===== src/rtl/axi4.sv =====
// Shared AXI4 definitions: response codes and small helpers used by bus masters and slaves.
package axi4;

    typedef enum logic [1:0] {
        OKAY   = 2'b00,
        EXOKAY = 2'b01,
        SLVERR = 2'b10,
        DECERR = 2'b11
    } resp_t;

    localparam int unsigned RESP_WIDTH = 2;
    localparam int unsigned PROT_WIDTH = 3;

    // Anything other than a plain OKAY is reported upstream as an error.
    function automatic logic resp_is_error(input logic [RESP_WIDTH-1:0] resp);
        return resp != OKAY;
    endfunction

endpackage


===== src/rtl/axi.sv =====
// AXI4-Lite style bundle with master and slave views.
interface axi #(
    parameter int ADDR_WIDTH = 32,
    parameter int DATA_WIDTH = 32
);

    logic                    awvalid;
    logic                    awready;
    logic [ADDR_WIDTH-1:0]   awaddr;
    logic [2:0]              awprot;

    logic                    wvalid;
    logic                    wready;
    logic [DATA_WIDTH-1:0]   wdata;
    logic [DATA_WIDTH/8-1:0] wstrb;

    logic                    bvalid;
    logic                    bready;
    logic [1:0]              bresp;

    logic                    arvalid;
    logic                    arready;
    logic [ADDR_WIDTH-1:0]   araddr;
    logic [2:0]              arprot;

    logic                    rvalid;
    logic                    rready;
    logic [DATA_WIDTH-1:0]   rdata;
    logic [1:0]              rresp;

    modport master (
        output awvalid, awaddr, awprot,
        output wvalid, wdata, wstrb,
        output bready,
        output arvalid, araddr, arprot,
        output rready,
        input  awready, wready, bvalid, bresp, arready, rvalid, rdata, rresp
    );

    modport slave (
        input  awvalid, awaddr, awprot,
        input  wvalid, wdata, wstrb,
        input  bready,
        input  arvalid, araddr, arprot,
        input  rready,
        output awready, wready, bvalid, bresp, arready, rvalid, rdata, rresp
    );

endinterface


===== src/rtl/axi_requester.sv =====
// Single-outstanding AXI requester: converts one valid/ready request into an AW/W/B or AR/R
// exchange and presents the completion on a valid/ready response port.
module axi_requester
    import axi4::*;
#(
    parameter int ADDR_WIDTH = 32,
    parameter int DATA_WIDTH = 32
) (
    input  logic                    clk,
    input  logic                    reset,
    input  logic                    req_valid,
    output logic                    req_ready,
    input  logic                    req_write,
    input  logic [ADDR_WIDTH-1:0]   req_addr,
    input  logic [DATA_WIDTH-1:0]   req_wdata,
    input  logic [DATA_WIDTH/8-1:0] req_wstrb,
    output logic                    rsp_valid,
    input  logic                    rsp_ready,
    output logic [DATA_WIDTH-1:0]   rsp_rdata,
    output logic                    rsp_error,
    axi.master                      bus
);

    localparam int STRB_WIDTH = DATA_WIDTH / 8;

    typedef enum logic [2:0] {
        IDLE,
        WRITE,
        WRESP,
        READ,
        RDATA,
        DONE
    } state_t;

    state_t                state;
    logic [ADDR_WIDTH-1:0] addr_q;
    logic [DATA_WIDTH-1:0] wdata_q;
    logic [STRB_WIDTH-1:0] wstrb_q;
    logic                  awvalid_q;
    logic                  wvalid_q;
    logic                  arvalid_q;
    logic                  bready_q;
    logic                  rready_q;

    logic aw_done;
    logic w_done;

    // A channel counts as finished once its valid is gone or is being accepted right now.
    assign aw_done = !awvalid_q || bus.awready;
    assign w_done  = !wvalid_q || bus.wready;

    // Held low during reset so nothing can be accepted in the cycle reset is sampled.
    assign req_ready = (state == IDLE) && !reset;

    assign bus.awvalid = awvalid_q;
    assign bus.awaddr  = addr_q;
    assign bus.awprot  = '0;
    assign bus.wvalid  = wvalid_q;
    assign bus.wdata   = wdata_q;
    assign bus.wstrb   = wstrb_q;
    assign bus.bready  = bready_q;
    assign bus.arvalid = arvalid_q;
    assign bus.araddr  = addr_q;
    assign bus.arprot  = '0;
    assign bus.rready  = rready_q;

    always_ff @(posedge clk) begin
        if (reset) begin
            state     <= IDLE;
            addr_q    <= '0;
            wdata_q   <= '0;
            wstrb_q   <= '0;
            awvalid_q <= 1'b0;
            wvalid_q  <= 1'b0;
            arvalid_q <= 1'b0;
            bready_q  <= 1'b0;
            rready_q  <= 1'b0;
            rsp_valid <= 1'b0;
            rsp_error <= 1'b0;
            rsp_rdata <= '0;
        end else begin
            unique case (state)
                IDLE: begin
                    if (req_valid && req_ready) begin
                        addr_q  <= req_addr;
                        wdata_q <= req_wdata;
                        wstrb_q <= req_wstrb;
                        if (req_write) begin
                            awvalid_q <= 1'b1;
                            wvalid_q  <= 1'b1;
                            state     <= WRITE;
                        end else begin
                            arvalid_q <= 1'b1;
                            state     <= READ;
                        end
                    end
                end

                WRITE: begin
                    if (aw_done && w_done) begin
                        awvalid_q <= 1'b0;
                        wvalid_q  <= 1'b0;
                        bready_q  <= 1'b1;
                        state     <= WRESP;
                    end else begin
                        if (awvalid_q && bus.awready) awvalid_q <= 1'b0;
                        if (wvalid_q && bus.wready)   wvalid_q  <= 1'b0;
                    end
                end

                WRESP: begin
                    if (bus.bvalid) begin
                        bready_q  <= 1'b0;
                        rsp_rdata <= '0;
                        rsp_error <= resp_is_error(bus.bresp);
                        rsp_valid <= 1'b1;
                        state     <= DONE;
                    end
                end

                READ: begin
                    if (bus.arready) begin
                        arvalid_q <= 1'b0;
                        rready_q  <= 1'b1;
                        state     <= RDATA;
                    end
                end

                RDATA: begin
                    if (bus.rvalid) begin
                        rready_q  <= 1'b0;
                        rsp_rdata <= bus.rdata;
                        rsp_error <= resp_is_error(bus.rresp);
                        rsp_valid <= 1'b1;
                        state     <= DONE;
                    end
                end

                DONE: begin
                    if (rsp_ready) begin
                        rsp_valid <= 1'b0;
                        state     <= IDLE;
                    end
                end

                default: begin
                    state <= IDLE;
                end
            endcase
        end
    end

endmodule


===== src/flat_wrapper.sv =====
// flat-port wrapper written by rule: the top's interface ports become plain ports
module axi_requester_flat import axi4::*;
#(
    parameter int ADDR_WIDTH = 32,
    parameter int DATA_WIDTH = 32
)
  (clk, reset, req_valid, req_ready, req_write, req_addr, req_wdata, req_wstrb, rsp_valid, rsp_ready, rsp_rdata, rsp_error, bus_awvalid, bus_awaddr, bus_awprot, bus_wvalid, bus_wdata, bus_wstrb, bus_bready, bus_arvalid, bus_araddr, bus_arprot, bus_rready, bus_awready, bus_wready, bus_bvalid, bus_bresp, bus_arready, bus_rvalid, bus_rdata, bus_rresp);
  axi #(.ADDR_WIDTH(ADDR_WIDTH), .DATA_WIDTH(DATA_WIDTH)) bus_i ();
  input  logic clk;
  input  logic reset;
  input  logic req_valid;
  output logic req_ready;
  input  logic req_write;
  input  logic [ADDR_WIDTH-1:0] req_addr;
  input  logic [DATA_WIDTH-1:0] req_wdata;
  input  logic [DATA_WIDTH/8-1:0] req_wstrb;
  output logic rsp_valid;
  input  logic rsp_ready;
  output logic [DATA_WIDTH-1:0] rsp_rdata;
  output logic rsp_error;
  output wire logic [$bits(bus_i.awvalid)-1:0] bus_awvalid;
  output wire logic [$bits(bus_i.awaddr)-1:0] bus_awaddr;
  output wire logic [$bits(bus_i.awprot)-1:0] bus_awprot;
  output wire logic [$bits(bus_i.wvalid)-1:0] bus_wvalid;
  output wire logic [$bits(bus_i.wdata)-1:0] bus_wdata;
  output wire logic [$bits(bus_i.wstrb)-1:0] bus_wstrb;
  output wire logic [$bits(bus_i.bready)-1:0] bus_bready;
  output wire logic [$bits(bus_i.arvalid)-1:0] bus_arvalid;
  output wire logic [$bits(bus_i.araddr)-1:0] bus_araddr;
  output wire logic [$bits(bus_i.arprot)-1:0] bus_arprot;
  output wire logic [$bits(bus_i.rready)-1:0] bus_rready;
  input wire logic [$bits(bus_i.awready)-1:0] bus_awready;
  input wire logic [$bits(bus_i.wready)-1:0] bus_wready;
  input wire logic [$bits(bus_i.bvalid)-1:0] bus_bvalid;
  input wire logic [$bits(bus_i.bresp)-1:0] bus_bresp;
  input wire logic [$bits(bus_i.arready)-1:0] bus_arready;
  input wire logic [$bits(bus_i.rvalid)-1:0] bus_rvalid;
  input wire logic [$bits(bus_i.rdata)-1:0] bus_rdata;
  input wire logic [$bits(bus_i.rresp)-1:0] bus_rresp;
  assign bus_awvalid = bus_i.awvalid;
  assign bus_awaddr = bus_i.awaddr;
  assign bus_awprot = bus_i.awprot;
  assign bus_wvalid = bus_i.wvalid;
  assign bus_wdata = bus_i.wdata;
  assign bus_wstrb = bus_i.wstrb;
  assign bus_bready = bus_i.bready;
  assign bus_arvalid = bus_i.arvalid;
  assign bus_araddr = bus_i.araddr;
  assign bus_arprot = bus_i.arprot;
  assign bus_rready = bus_i.rready;
  assign bus_i.awready = bus_awready;
  assign bus_i.wready = bus_wready;
  assign bus_i.bvalid = bus_bvalid;
  assign bus_i.bresp = bus_bresp;
  assign bus_i.arready = bus_arready;
  assign bus_i.rvalid = bus_rvalid;
  assign bus_i.rdata = bus_rdata;
  assign bus_i.rresp = bus_rresp;
  axi_requester #(.ADDR_WIDTH(ADDR_WIDTH), .DATA_WIDTH(DATA_WIDTH)) u_core (.clk(clk), .reset(reset), .req_valid(req_valid), .req_ready(req_ready), .req_write(req_write), .req_addr(req_addr), .req_wdata(req_wdata), .req_wstrb(req_wstrb), .rsp_valid(rsp_valid), .rsp_ready(rsp_ready), .rsp_rdata(rsp_rdata), .rsp_error(rsp_error), .bus(bus_i));
endmodule

===== config.mk =====
export PLATFORM = sky130hd
export DESIGN_NAME = axi_requester_flat
export DESIGN_NICKNAME = d
export VERILOG_FILES = /design/src/rtl/axi4.sv /design/src/rtl/axi.sv /design/src/rtl/axi_requester.sv /design/src/flat_wrapper.sv
export SDC_FILE = /design/constraint.sdc
export NUM_CORES = 1
export LEC_CHECK = 0
export ABC_AREA = 1
export ABC_CLOCK_PERIOD_IN_PS = 2700
export BUFFER_PORTS_ARGS = -buffer_cell sky130_fd_sc_hd__buf_2
export CELL_PAD_IN_SITES_DETAIL_PLACEMENT = 2
export CELL_PAD_IN_SITES_GLOBAL_PLACEMENT = 2
export CORE_MARGIN = 10
export CORE_UTILIZATION = 25
export CTS_BUF_LIST = sky130_fd_sc_hd__clkbuf_4 sky130_fd_sc_hd__clkbuf_8
export DETAILED_ROUTE_END_ITERATION = 10
export PLACE_DENSITY_LB_ADDON = 0.25
export SLEW_MARGIN = 20
export SYNTH_ARGS = -nofsm -noshare
export SYNTH_HDL_FRONTEND = slang
export SYNTH_SLANG_ARGS = --single-unit

===== constraint.sdc =====
create_clock -name clk -period 2.7 [get_ports clk]
set_input_delay 0.135 -clock clk [delete_from_list [all_inputs] [get_ports clk]]
set_output_delay 0.135 -clock clk [all_outputs]
set_load 0.01 [all_outputs]

Word-level counts from Yosys, hierarchy flattened
Index checks and enable logic that the tools add are counted.

Bits in registers: 110. Latch bits: 0. RAM bits: 0. ROM bits: 0. Input bits: 114. Output and inout bits: 146. Word-level logic and storage cells: 91. Memories kept: 0.

$add $sub $neg: 0. Multiply operators: 0. Divide/modulo/power cells: 0. Magnitude comparators: 0. Equal/unequal tests: 15. Shifts and indexed selects: 0. Multiplexer cells: 36. Bitwise logic cells: 0. Reduce and logical (&&, ||, !) cells: 28.

Operator list (number): $mux W32 (2); $pmux W32 S2 (1); $mux W1 (18); $mux W3 (6); $pmux W3 S6 (1); $reduce_and A4 Y1 (4); $ne A2 B2 Y1 const B (7); $reduce_bool A2 Y1 (7); $pmux W1 S2 (6); $reduce_and A3 Y1 (3); $eq A3 B2 Y1 const B (2); $eq A3 B3 Y1 const B (2); $ne A3 B1 Y1 const B (2); $reduce_and A6 Y1 (1); $logic_and A1 B1 Y1 (5); $eq A3 B1 Y1 const B (1); $logic_not A1 Y1 (3); $logic_not A3 Y1 (1); $pmux W1 S3 (1); $reduce_bool A3 Y1 (1); $logic_or A1 B1 Y1 (2); $mux W2 (1); $ne A2 B1 Y1 const B (1); $reduce_and A2 Y1 (1).

Longest topological paths before layout
Gate-level depths: netlist of the first run.

Depth after elaboration: 5. Depth in mapped cells: 10. Depth with buffers taken out: 9.

Least setup slack after synthesis of the first run
No wires, ideal clock.

Path kind: register -> register. Start: reg u_core.state[0]. End: reg u_core.wdata_q[14] (netlist: u_core.bus.wdata[14]). Library setup time: 0.114 ns. Arrival time: 1.213 ns. Required time: 2.586 ns. Slack: 1.373 ns. Stages on the path, launching flop included: 10. Path buffers: 3. Clock period less this slack: 1.327 ns. Cell sequence: dfxtp_1 > buf_6 > nor2_4 > nand2_2 > nor2_4 > nand2_2 > buf_2 > buf_6 > nand3_1 > nand2_1.

Longest elaborated chain between the ends: 4.

Ends and longest elaborated chain: start, declared (RTL line axi_requester.sv:35) `state_t state;`; start signal, assigned (RTL line axi_requester.sv:69) `state <= IDLE;`; start signal, assigned (RTL line axi_requester.sv:91) `state <= WRITE;`; start signal, assigned (RTL line axi_requester.sv:94) `state <= READ;`; $logic_not A3 Y1 (RTL line axi_requester.sv:53) `assign req_ready = (state == IDLE) && !reset;`; $logic_and A1 B1 Y1 (RTL line axi_requester.sv:53); named net req_ready (RTL line flat_wrapper.sv:12) `output logic req_ready;`; $logic_and A1 B1 Y1 (RTL line axi_requester.sv:84) `if (req_valid && req_ready) begin`; $reduce_and A2 Y1 (no line); end signal, assigned (RTL line axi_requester.sv:86) `wdata_q <= req_wdata;`; end, declared (RTL line axi_requester.sv:37) `logic [DATA_WIDTH-1:0] wdata_q;`.

The timed path passes the listed nets, and every way through them passes these cells. A chain may end at the register's enable or synchronous reset.

Final worst setup path of the first run
Start: reg u_core.state[0]. End: reg u_core.rsp_rdata[22].

Longest elaborated chain between the ends: 3. Elaborated cells on any way between the ends: 7. Classes of those cells: eq/ne (4); mux (1); reduce/logical (2).

Ends and longest elaborated chain: $eq A3 B2 Y1 or $eq A3 B3 Y1 (tied branches) (RTL line axi_requester.sv:82) `unique case (state)`; $ne A2 B2 Y1 (no line) or $reduce_bool A2 Y1 (tied branches); $reduce_and A3 Y1 (no line); end signal, assigned (RTL line axi_requester.sv:132) `rsp_rdata <= bus.rdata;`; end, declared (RTL line axi_requester.sv:19) `output logic [DATA_WIDTH-1:0] rsp_rdata,`.

Parallel ways exist; a longest one is shown, timed or not.

==> impl_metrics.ini, run 1 <==
[timing]
slew_headroom_pct = 42.51
fmax_ghz = 0.5150
fin_crit_ns = 1.942
rsz0062_at_grt = false
finClkSkew_ns = 0.01109
setup_tns_ns = 0
drv_slew = 0
worst_slack_ns = 0.7581
final_hold_viol_count = 0
worst_slew_pin_slew_ns = 0.8624
finalSetupViolCount = 0
final.period_utilization_pct = 71.92

[finish]
nets = 953
drive_above_1_share_pct = 34.24
ff_latch_area_mm2 = 0.002202
fillCellCount = 2055
final_util_pct = 37.01
layout_commonest_cell = buf_2
mostFrequentLayoutCells = buf_2 (253), nand2_1 (156), nand3_1 (110), dfxtp_1 (110), dlygate4sd3_1 (68)
multi_input_area_mm2 = 0.001730
area_delta_synth_final_pct = 43.74

[floorplan]
die_area_mm2 = 0.02376
core_mm2 = 0.01748
die_h_um = 154.2
num_rows = 48
num_io_pins = 260
start_util_pct = 25.74
die_w_um = 154.2

[setup_path]
crit_chain = nor2_4 > buf_4 > nand3_2 > buf_4 > nand3_1 > a21oi_1
crit_family = buffers and inverters
regToRegSetupSlack_ns = 0.76
slowest_stage = dfxtp_1
cp.required_ns = 2.95
arrival_ns = 2.19
reg2reg_to = u_core.rsp_rdata[22]
end_kind = register
critPathLaunchType = register
r2r_cells = 6
critical_path.max_stage_delay_ns = 0.43
criticalPathCategory = reg2reg
path_common_cell = buf_4
reg2reg_from = u_core.state[0]
crit_buf_inv = 2
worst-path-max-fanout = 37

[clock_tree]
cts_setup_buffers = 0
ctsHtreeMaxLevel = 3
cts.path.max_buffers = 2
cts.repair.resized = 0
cts-root-buf = clkbuf_8
cts_tree = yes
clkLatencyLatePin_ns = 0.37
clk_pin_slew_ns = 0.11
clkSinkCount = 110
ctsHoldBuffers = 68
cts_buffers = 9

[hold_path]
min_to = u_core.rsp_rdata[2]
hp-class = in2reg
min_from = bus_rdata[2]
hold_path_depth = 3

[run_status]
status = complete, no violations

[drt]
vias_per_cell = 4.683
postRouteAntennaNets = 0
drt_iter0_drc = 173
wirelength_mm = 20.77
vias = 5011
drtPass1Iterations = 4
routedWlPerCell_um = 19.41
drc_errors = 0

[placement]
dp_slack_ns = 0.8009
place_congestion = 0.7452
io_buffers = 253
dpl.hpwl_mm = 14.31

[grt]
grt_max_degree = 76
overflow = 0
antenna_found_initial = 1
grt_first_pass_wirelength_mm = 32.47
grt_use_total_pct = 16.82
grt_pass1_vias = 5575

[synthesis]
syn_inst = 578
synth-seq-cells = 110
synth_top_area_share_pct = 48.94
synth_area_leader_cell = dfxtp_1
yosysWarnings = 0
synth.distinct_cells = 24
syn_avg_cell_area_um2 = 7.784
synth_seq_area_share_pct = 48.94
netlist_area_mm2 = 0.004499
synthTopCellsByArea = dfxtp_1 (49%), nand2_1 (13%), nand3_1 (12%), buf_4 (6.7%), nand4_1 (4.7%)

[job]
drv_cap = 0

[pwr]
irDropWorstVdd_mv = 0.3351
power.leakage_nw = 3.335
p_per_area_mw_per_mm2 = 768.6
-- sequential cells by signal, indices dropped and copies added, names as in the netlist, 3 cells and up --
register and flops:
u_core.bus.araddr 32, u_core.bus.wdata 32, u_core.bus.wstrb 4, u_core.rsp_rdata 32
u_core.state 3
-- worst max-delay path by stage --
| stage | from | end | slack, ns | cells after the start |
|---|---|---|---|---|
| after global routing | u_core.state[0] | u_core.bus.wdata[23] | 0.58 | 8 |
| after detailed placement | u_core.state[0] | u_core.rsp_rdata[22] | 0.80 | 6 |
| after CTS | u_core.state[0] | u_core.rsp_rdata[22] | 0.75 | 6 |
| final | u_core.state[0] | u_core.rsp_rdata[22] | 0.76 | 6 |
| after floorplan | u_core.state[0] | u_core.bus.wdata[14] | 1.37 | 9 |
| after global placement | u_core.state[0] | u_core.rsp_rdata[7] | 0.91 | 6 |
-- area by class of cell --
class / count / area share, %
Antenna cell: 1 / 0.03869
Clock buffer: 13 / 2.476
Clock inverter: 3 / 0.3095
Inverter: 15 / 0.8706
Multi-Input combinational cell: 373 / 26.76
Sequential cell: 110 / 34.05
Tap cell: 225 / 4.353
Timing Repair Buffer: 330 / 31.15
-- per-layer routing --
layer	share of wire, %	global-route usage, %	routed length [µm]	vias to the layer above
met3	8.4	6.667	1735	7
li1	-	-	-	2405
met5	0	0	0	-
met4	0.68	3.014	142	0
met1	40	18.74	8367	2432
met2	51	29.71	10520	167
-- power by group --
part	switching, W	internal, W	leakage [nW]	total, W
Clock	0.000570	0.000393	0.0899	0.000963
Combinational	0.00120	0.000653	2.35	0.00186
Sequential	0.000232	0.00192	0.898	0.00215
-- cell families after synthesis --
family / count (synthesis) / share of synthesized area, %
AND/OR/NAND/NOR: 317 / 32.17
AO/OA/AOI/OAI: 50 / 5.784
other: 1 / 0.08335
buffers and inverters: 100 / 13.01
flip-flops: 110 / 48.94
-- through the flow --
stage / cells / area (µm²) / total power [W] / hold WS (ns)
2_1_floorplan: 583 / 4518 / 0.003331 / 0.2455
3_3_place_gp: 985 / 5604 / 0.003883 / 0.3281
3_5_place_dp: 985 / 5604 / 0.003969 / 0.3376
4_1_cts: 1069 / 6465 / 0.005032 / 0.01345
5_1_grt: 1070 / 6467 / 0.005348 / 0.01230
6_report: 1070 / 6467 / 0.004971 / 0.04139
-- cell usage after synthesis, drive strengths merged --
library cell,count
o21ai,5
dfxtp,110
o221ai,1
nand2,158
conb,1
nand3b,1
nand3,111
a21oi,41
inv,15
o211ai,2
a31oi,1
clkbuf,17
buf,68
nor2,13
nand4,34
-- worst reg2reg max path, cell delays in order, from the launching register on --
cell     delay (ns)
dfxtp_1        0.43
nor2_4         0.17
buf_4          0.37
nand3_2        0.34
buf_4          0.32
nand3_1        0.12
a21oi_1        0.06
(Power assumes the default switching activity.)
==> run 2: changes to the inputs <==
--- a/config.mk
+++ b/config.mk
@@ -5,13 +5,13 @@
 export SDC_FILE = /design/constraint.sdc
 export NUM_CORES = 1
 export LEC_CHECK = 0
-export ABC_AREA = 1
-export ABC_CLOCK_PERIOD_IN_PS = 2700
+export ABC_AREA = 0
+export ABC_CLOCK_PERIOD_IN_PS = 2000
 export BUFFER_PORTS_ARGS = -buffer_cell sky130_fd_sc_hd__buf_2
 export CELL_PAD_IN_SITES_DETAIL_PLACEMENT = 2
 export CELL_PAD_IN_SITES_GLOBAL_PLACEMENT = 2
 export CORE_MARGIN = 10
-export CORE_UTILIZATION = 25
+export CORE_UTILIZATION = 24
 export CTS_BUF_LIST = sky130_fd_sc_hd__clkbuf_4 sky130_fd_sc_hd__clkbuf_8
 export DETAILED_ROUTE_END_ITERATION = 10
 export PLACE_DENSITY_LB_ADDON = 0.25
==> constraint.sdc (replaced) <==
create_clock -name clk -period 2 [get_ports clk]
set_input_delay 0.1 -clock clk [delete_from_list [all_inputs] [get_ports clk]]
set_output_delay 0.1 -clock clk [all_outputs]
set_load 0.01 [all_outputs]
==> run 2 against run 1 <==
Compared with the run above: register-to-register slack lost 0.54 ns; global-route usage shrank 0.57 points; die area grew 3.2%; sequential share of layout area shrank 2.3 points; power grew 38%; utilization grew 1.2 points; final area grew 7.1%; via count shrank 3.6%; routed wire length shrank 0.26%; synthesized cell count shrank 9.9%; hold slack gained 0.021 ns.
==> impl_metrics.ini, run 2 <==
[grt]
globalRouteMet2Util_pct = 29.99
grt_max_degree = 48
use_met1_pct = 16.56
top_usage_layer = met2
grt_first_pass_wirelength_mm = 31.52
overflow = 0
use_met3_pct = 6.003
antenna_found_initial = 2
grt_use_total_pct = 16.25
grt_pass1_vias = 5505

[pwr]
switching_share_pct = 38.08
power_frac_clock_pct = 20.8
irDropWorstVdd_mv = 0.4370
p_int_w = 0.004258
p_per_area_mw_per_mm2 = 993.1
power.leakage_nw = 3.514
power.switching_w = 0.002619
p_seq_share_pct = 43.1
combPwrFrac_pct = 36.1

[synthesis]
netlist_area_mm2 = 0.004479
yosys.area_share.adder_pct = 0
synth_common_cells = nand2_1 (141), dfxtp_1 (110), nand3b_1 (70)
synth_area_leader_cell = dfxtp_1
yosys.area_share.simple_pct = 30.22
synthFlopType = dfxtp_1
yosysWarnings = 0
synth_top_area_share_pct = 49.16
post-synth-top-count-cell = nand2_1
async_flop_share_pct = 0
synth_xor_area_share_pct = 0
syn_inst = 521
synth_seq_area_share_pct = 49.16
synth_edf_count = 0
syn_avg_cell_area_um2 = 8.597
synth_compound_area_share_pct = 9.162
synth_top_family_by_area = simple AND/OR/NAND/NOR gates
synthTopCellsByArea = dfxtp_1 (49%), nand2_1 (12%), nand3b_1 (12%), buf_4 (7.5%), a22oi_1 (5.4%)
synthMuxAreaShare_pct = 0.4469
synth.distinct_cells = 37
synth-seq-cells = 110

[floorplan]
die_h_um = 156.6
core_mm2 = 0.01815
num_io_pins = 260
num_rows = 49
start_util_pct = 24.68
die_w_um = 156.6
die_area_mm2 = 0.02453

[clock_tree]
cts.repair.resized = 0
cts-root-buf = clkbuf_8
cts_buffers = 9
clkSinkCount = 110
ctsHtreeMaxLevel = 3
cts_tree = yes
clkLatencyLatePin_ns = 0.38
cts.path.max_buffers = 2
clk_pin_slew_ns = 0.11

[drt]
drc_errors = 0
routedWlPerCell_um = 19.47
postRouteAntennaNets = 0
wirelength_mm = 20.71
drt_iter0_drc = 140
vias_per_cell = 4.539
drtPass1Iterations = 4
vias = 4830

[setup_path]
worst-path-max-fanout = 35
arrival_ns = 2.04
critical_path.max_stage_delay_ns = 0.68
crit_chain = nand3b_1 > a21o_1 > buf_12 > a22oi_1 > nor2_1
regToRegSetupSlack_ns = 0.22
slowest_stage = dfxtp_1
criticalPathCategory = reg2reg
crit_family = flip-flops
end_kind = register
crit_buf_inv = 1
cp.required_ns = 2.26
critPathLaunchType = register

[placement]
io_buffers = 253
dpl.hpwl_mm = 14.09
place_congestion = 0.7455
placed_area_mm2 = 0.005692

[timing]
final_hold_viol_count = 0
fin_crit_ns = 1.782
slew_headroom_pct = 63.98
drv_slew = 0
rsz0062_at_grt = false
setup_tns_ns = 0
finalSetupViolCount = 0
worst_slew_pin_slew_ns = 0.5396
fmax_ghz = 0.5612
final.period_utilization_pct = 89.10
finClkSkew_ns = 0.005350

[finish]
mostFrequentLayoutCells = buf_2 (253), nand2_1 (140), dfxtp_1 (110)
layout_commonest_cell = buf_2
final_util_pct = 38.16
area_delta_synth_final_pct = 54.61
finalInstanceArea_mm2 = 0.006925
drive_above_1_share_pct = 34.50
nets = 941
fillCellCount = 2058

[hold_path]
hp-class = in2reg

[run_status]
status = complete, no violations

[job]
drv_cap = 0
==> run 2: cell count changes in the layout (fill, tap and decap cells not counted), sizes merged, moves of 5 or more <==
cell,delta
nand4,-33
nor2b,+5
a21oi,-36
inv,-10
nor2,+27
nand3,-111
nand3b,+69
dlygate4sd3,+34
a22oi,+32
nand2,-17
==> run 2: tightest hold or removal path: stages <==
cell and delay, ns:
buf_2 0.10, o21bai_1 0.13, a2111oi_2 0.07
==> run 2: worst paths after layout <==
path / start / endpoint / cells past startpoint
hold reg to reg: u_core.rsp_error / u_core.rsp_error / 2
setup reg to reg: u_core.state[2] / u_core.rsp_rdata[31] / 5
hold / removal: bus_awready / u_core.bus.awvalid / 3
setup / recovery: u_core.state[2] / u_core.rsp_rdata[31] / 5
==> run 2: layout make-up <==
class | instances | area, µm² | share of cell area [%]
Timing Repair Buffer | 367 | 2402 | 34.69
Sequential cell | 110 | 2202 | 31.80
Multi-Input combinational cell | 336 | 1810 | 26.14
Tap cell | 229 | 286.5 | 4.137
Clock buffer | 9 | 123.9 | 1.789
Clock inverter | 7 | 81.33 | 1.174
Inverter | 3 | 11.26 | 0.1626
Antenna cell | 3 | 7.507 | 0.1084
==> run 2: power groups by stage <==
stage | logic, W | registers [W] | clock network [W]
after floorplan | 0.00131 | 0.00309 | 0
after global placement | 0.00226 | 0.00297 | 0
after detailed placement | 0.00234 | 0.00300 | 0
after CTS | 0.00252 | 0.00296 | 0.00152
after global routing | 0.00275 | 0.00303 | 0.00160
final | 0.00249 | 0.00296 | 0.00143
==> run 2: logic make-up (layout without fill, tap and decap cells) <==
logic type	after synthesis	after routing
muxes	2	2
buffers and inverters	80	386
other	1	9
DFF	110	110
and+or+nand+nor	272	272
AOI/OAI and AO/OA	56	56
==> run 2: stage by stage <==
stage	std cells	total power (W)	hold WS, ns	setup slack [ns]
detailed placement	943	0.005344	0.2901	0.2619
global route	1063	0.007378	0.03919	0.08178
floorplan	526	0.004405	0.1990	0.6882
global placement	943	0.005227	0.2826	0.3458
finish	1064	0.006877	0.06234	0.2181
CTS	1061	0.006993	0.01255	0.2481
==> run 2: metal layers <==
layer	vias up	part of all wire (%)
li1	2294	-
met1	2351	38
met2	162	52
met3	23	7.9
met4	0	1.9
met5	-	0
==> run 2: what timing repair did <==
action / in CTS / in global routing
hold buffers: 102 / 0
setup buffers: 0 / 0
endpoints found under the hold margin: 102 / 0
==> run 3: changes to the inputs <==
--- a/config.mk
+++ b/config.mk
@@ -6,7 +6,7 @@
 export NUM_CORES = 1
 export LEC_CHECK = 0
 export ABC_AREA = 0
-export ABC_CLOCK_PERIOD_IN_PS = 2000
+export ABC_CLOCK_PERIOD_IN_PS = 1800
 export BUFFER_PORTS_ARGS = -buffer_cell sky130_fd_sc_hd__buf_2
 export CELL_PAD_IN_SITES_DETAIL_PLACEMENT = 2
 export CELL_PAD_IN_SITES_GLOBAL_PLACEMENT = 2
==> constraint.sdc (replaced) <==
create_clock -name clk -period 1.8 [get_ports clk]
set_input_delay 0.09 -clock clk [delete_from_list [all_inputs] [get_ports clk]]
set_output_delay 0.09 -clock clk [all_outputs]
set_load 0.01 [all_outputs]
==> run 3 against run 2 <==
Compared with the run above: clock-buffer cell count up 1; utilization rose by 0.12 points; non-clock buffer count up 3; final area rose by 0.31%; combinational power is 14% higher; clock skew up 0.0076 ns; routed wire length fell by 2.2%; critical endpoint is now req_ready.
==> impl_metrics.ini, run 3 (synthesis gave the netlist of run 2 again) <==
[run_status]
status = complete, no violations

[drt]
drc_errors = 0
drt_iter0_drc = 143
drtPass1Iterations = 4
postRouteAntennaNets = 0
vias = 4829
wirelength_mm = 20.25
routedWlPerCell_um = 19.00
vias_per_cell = 4.530

[timing]
fin_crit_ns = 1.659
setup_tns_ns = 0
finClkSkew_ns = 0.01298
drv_slew = 0
finalSetupViolCount = 0
rsz0062_at_grt = false
final_hold_viol_count = 0
worst_slack_ns = 0.1411
fmax_ghz = 0.6028
final.period_utilization_pct = 92.16

[finish]
fillCellCount = 2060
drive_above_1_share_pct = 34.73
stdcell_count = 1066
nets = 944
final_util_pct = 38.28
layout_commonest_cell = buf_2
area_delta_synth_final_pct = 55.08
mostFrequentLayoutCells = buf_2 (253), nand2_1 (140), dfxtp_1 (110)

[setup_path]
end_kind = output pin
arrival_ns = 1.57
critPathLaunchType = register
criticalPathCategory = reg2out
cp.required_ns = 1.71
worst-path-max-fanout = 10
r2r_cells = 4

[pwr]
irDropWorstVdd_mv = 0.3762
power.switching_w = 0.002926
power.leakage_nw = 3.528
switching_share_pct = 38.49
p_int_w = 0.004675
combPwrFrac_pct = 37.3
p_per_area_mw_per_mm2 = 1094
power_frac_clock_pct = 20.0
power_w = 0.007601
p_seq_share_pct = 42.7

[hold_path]
hold_path_depth = 2
hp-class = in2reg

[placement]
place_congestion = 0.7506
io_buffers = 253
dp.cells = 946
dp_slack_ns = 0.1919
dpl.hpwl_mm = 13.94

[grt]
grt_max_degree = 46
grt_first_pass_wirelength_mm = 31.75
antenna_found_initial = 3
overflow = 0
grt_pass1_vias = 5476
grt_use_total_pct = 16.20

[clock_tree]
cts.path.max_buffers = 2
clkSinkCount = 110
cts_buffers = 9
cts-root-buf = clkbuf_8
cts_tree = yes
clk_pin_slew_ns = 0.11
ctsHtreeMaxLevel = 3
clkLatencyLatePin_ns = 0.39

[floorplan]
num_io_pins = 260
start_util_pct = 24.68
num_rows = 49
die_w_um = 156.6
core_mm2 = 0.01815
die_h_um = 156.6
die_area_mm2 = 0.02453

[job]
drv_cap = 0
run 3: final timing paths:
kind | end | from | slack [ns]
min | u_core.bus.wvalid | reset | 0.04
max reg2reg | u_core.state[1] | u_core.state[0] | 0.19
max | req_ready | u_core.state[0] | 0.14
min reg2reg | u_core.rsp_error | u_core.rsp_error | 0.48
run 3: critical path, cell delays in order, from the launching register on:
cell and delay, ns:
dfxtp_1 0.44, buf_4 0.21, nor4_1 0.31, buf_2 0.23
run 3: repair_timing:
action,4_1_cts,5_1_grt
resized for setup,0,1
hold buffers,102,0
buffers inserted,0,0
hold endpoints to repair,102,0
endpoints found under the setup margin,0,1
run 3: power by group through the flow:
| stage | combinational [W] | clock, W | sequential [W] |
|---|---|---|---|
| 4_1_cts | 0.00287 | 0.00160 | 0.00325 |
| 3_3_place_gp | 0.00260 | 0 | 0.00326 |
| 3_5_place_dp | 0.00268 | 0 | 0.00330 |
| 6_report | 0.00283 | 0.00152 | 0.00324 |
| 5_1_grt | 0.00314 | 0.00172 | 0.00332 |
| 2_1_floorplan | 0.00146 | 0 | 0.00344 |
run 3: final cells by class:
| cell class | count | area [µm²] | area share, % |
|---|---|---|---|
| timing repair buffer | 370 | 2441 | 35.14 |
| sequential | 110 | 2202 | 31.70 |
| multi-input combinational | 336 | 1810 | 26.06 |
| tap | 229 | 286.5 | 4.125 |
| clock buffer | 10 | 137.6 | 1.981 |
| clock inverter | 6 | 52.55 | 0.7565 |
| inverter | 3 | 11.26 | 0.1621 |
| antenna | 2 | 5.005 | 0.07205 |
run 3: metrics by stage:
step                      instance area [µm²]  hold slack [ns]
after floorplan                          4498           0.1890
after global placement                   5727           0.2742
after detailed placement                 5727           0.2805
after CTS                                6938         0.009993
after global routing                     6947          0.03942
final                                    6947          0.03988
run 3: routing by layer:
| layer | routed length, µm | global-route usage [%] | part of all wire [%] |
|---|---|---|---|
| met1 | 7953 | 17.68 | 39 |
| met2 | 10260 | 28.58 | 51 |
| met3 | 1619 | 5.811 | 8.0 |
| met4 | 413 | 5.348 | 2.0 |
| met5 | 11 | 0 | 0.054 |
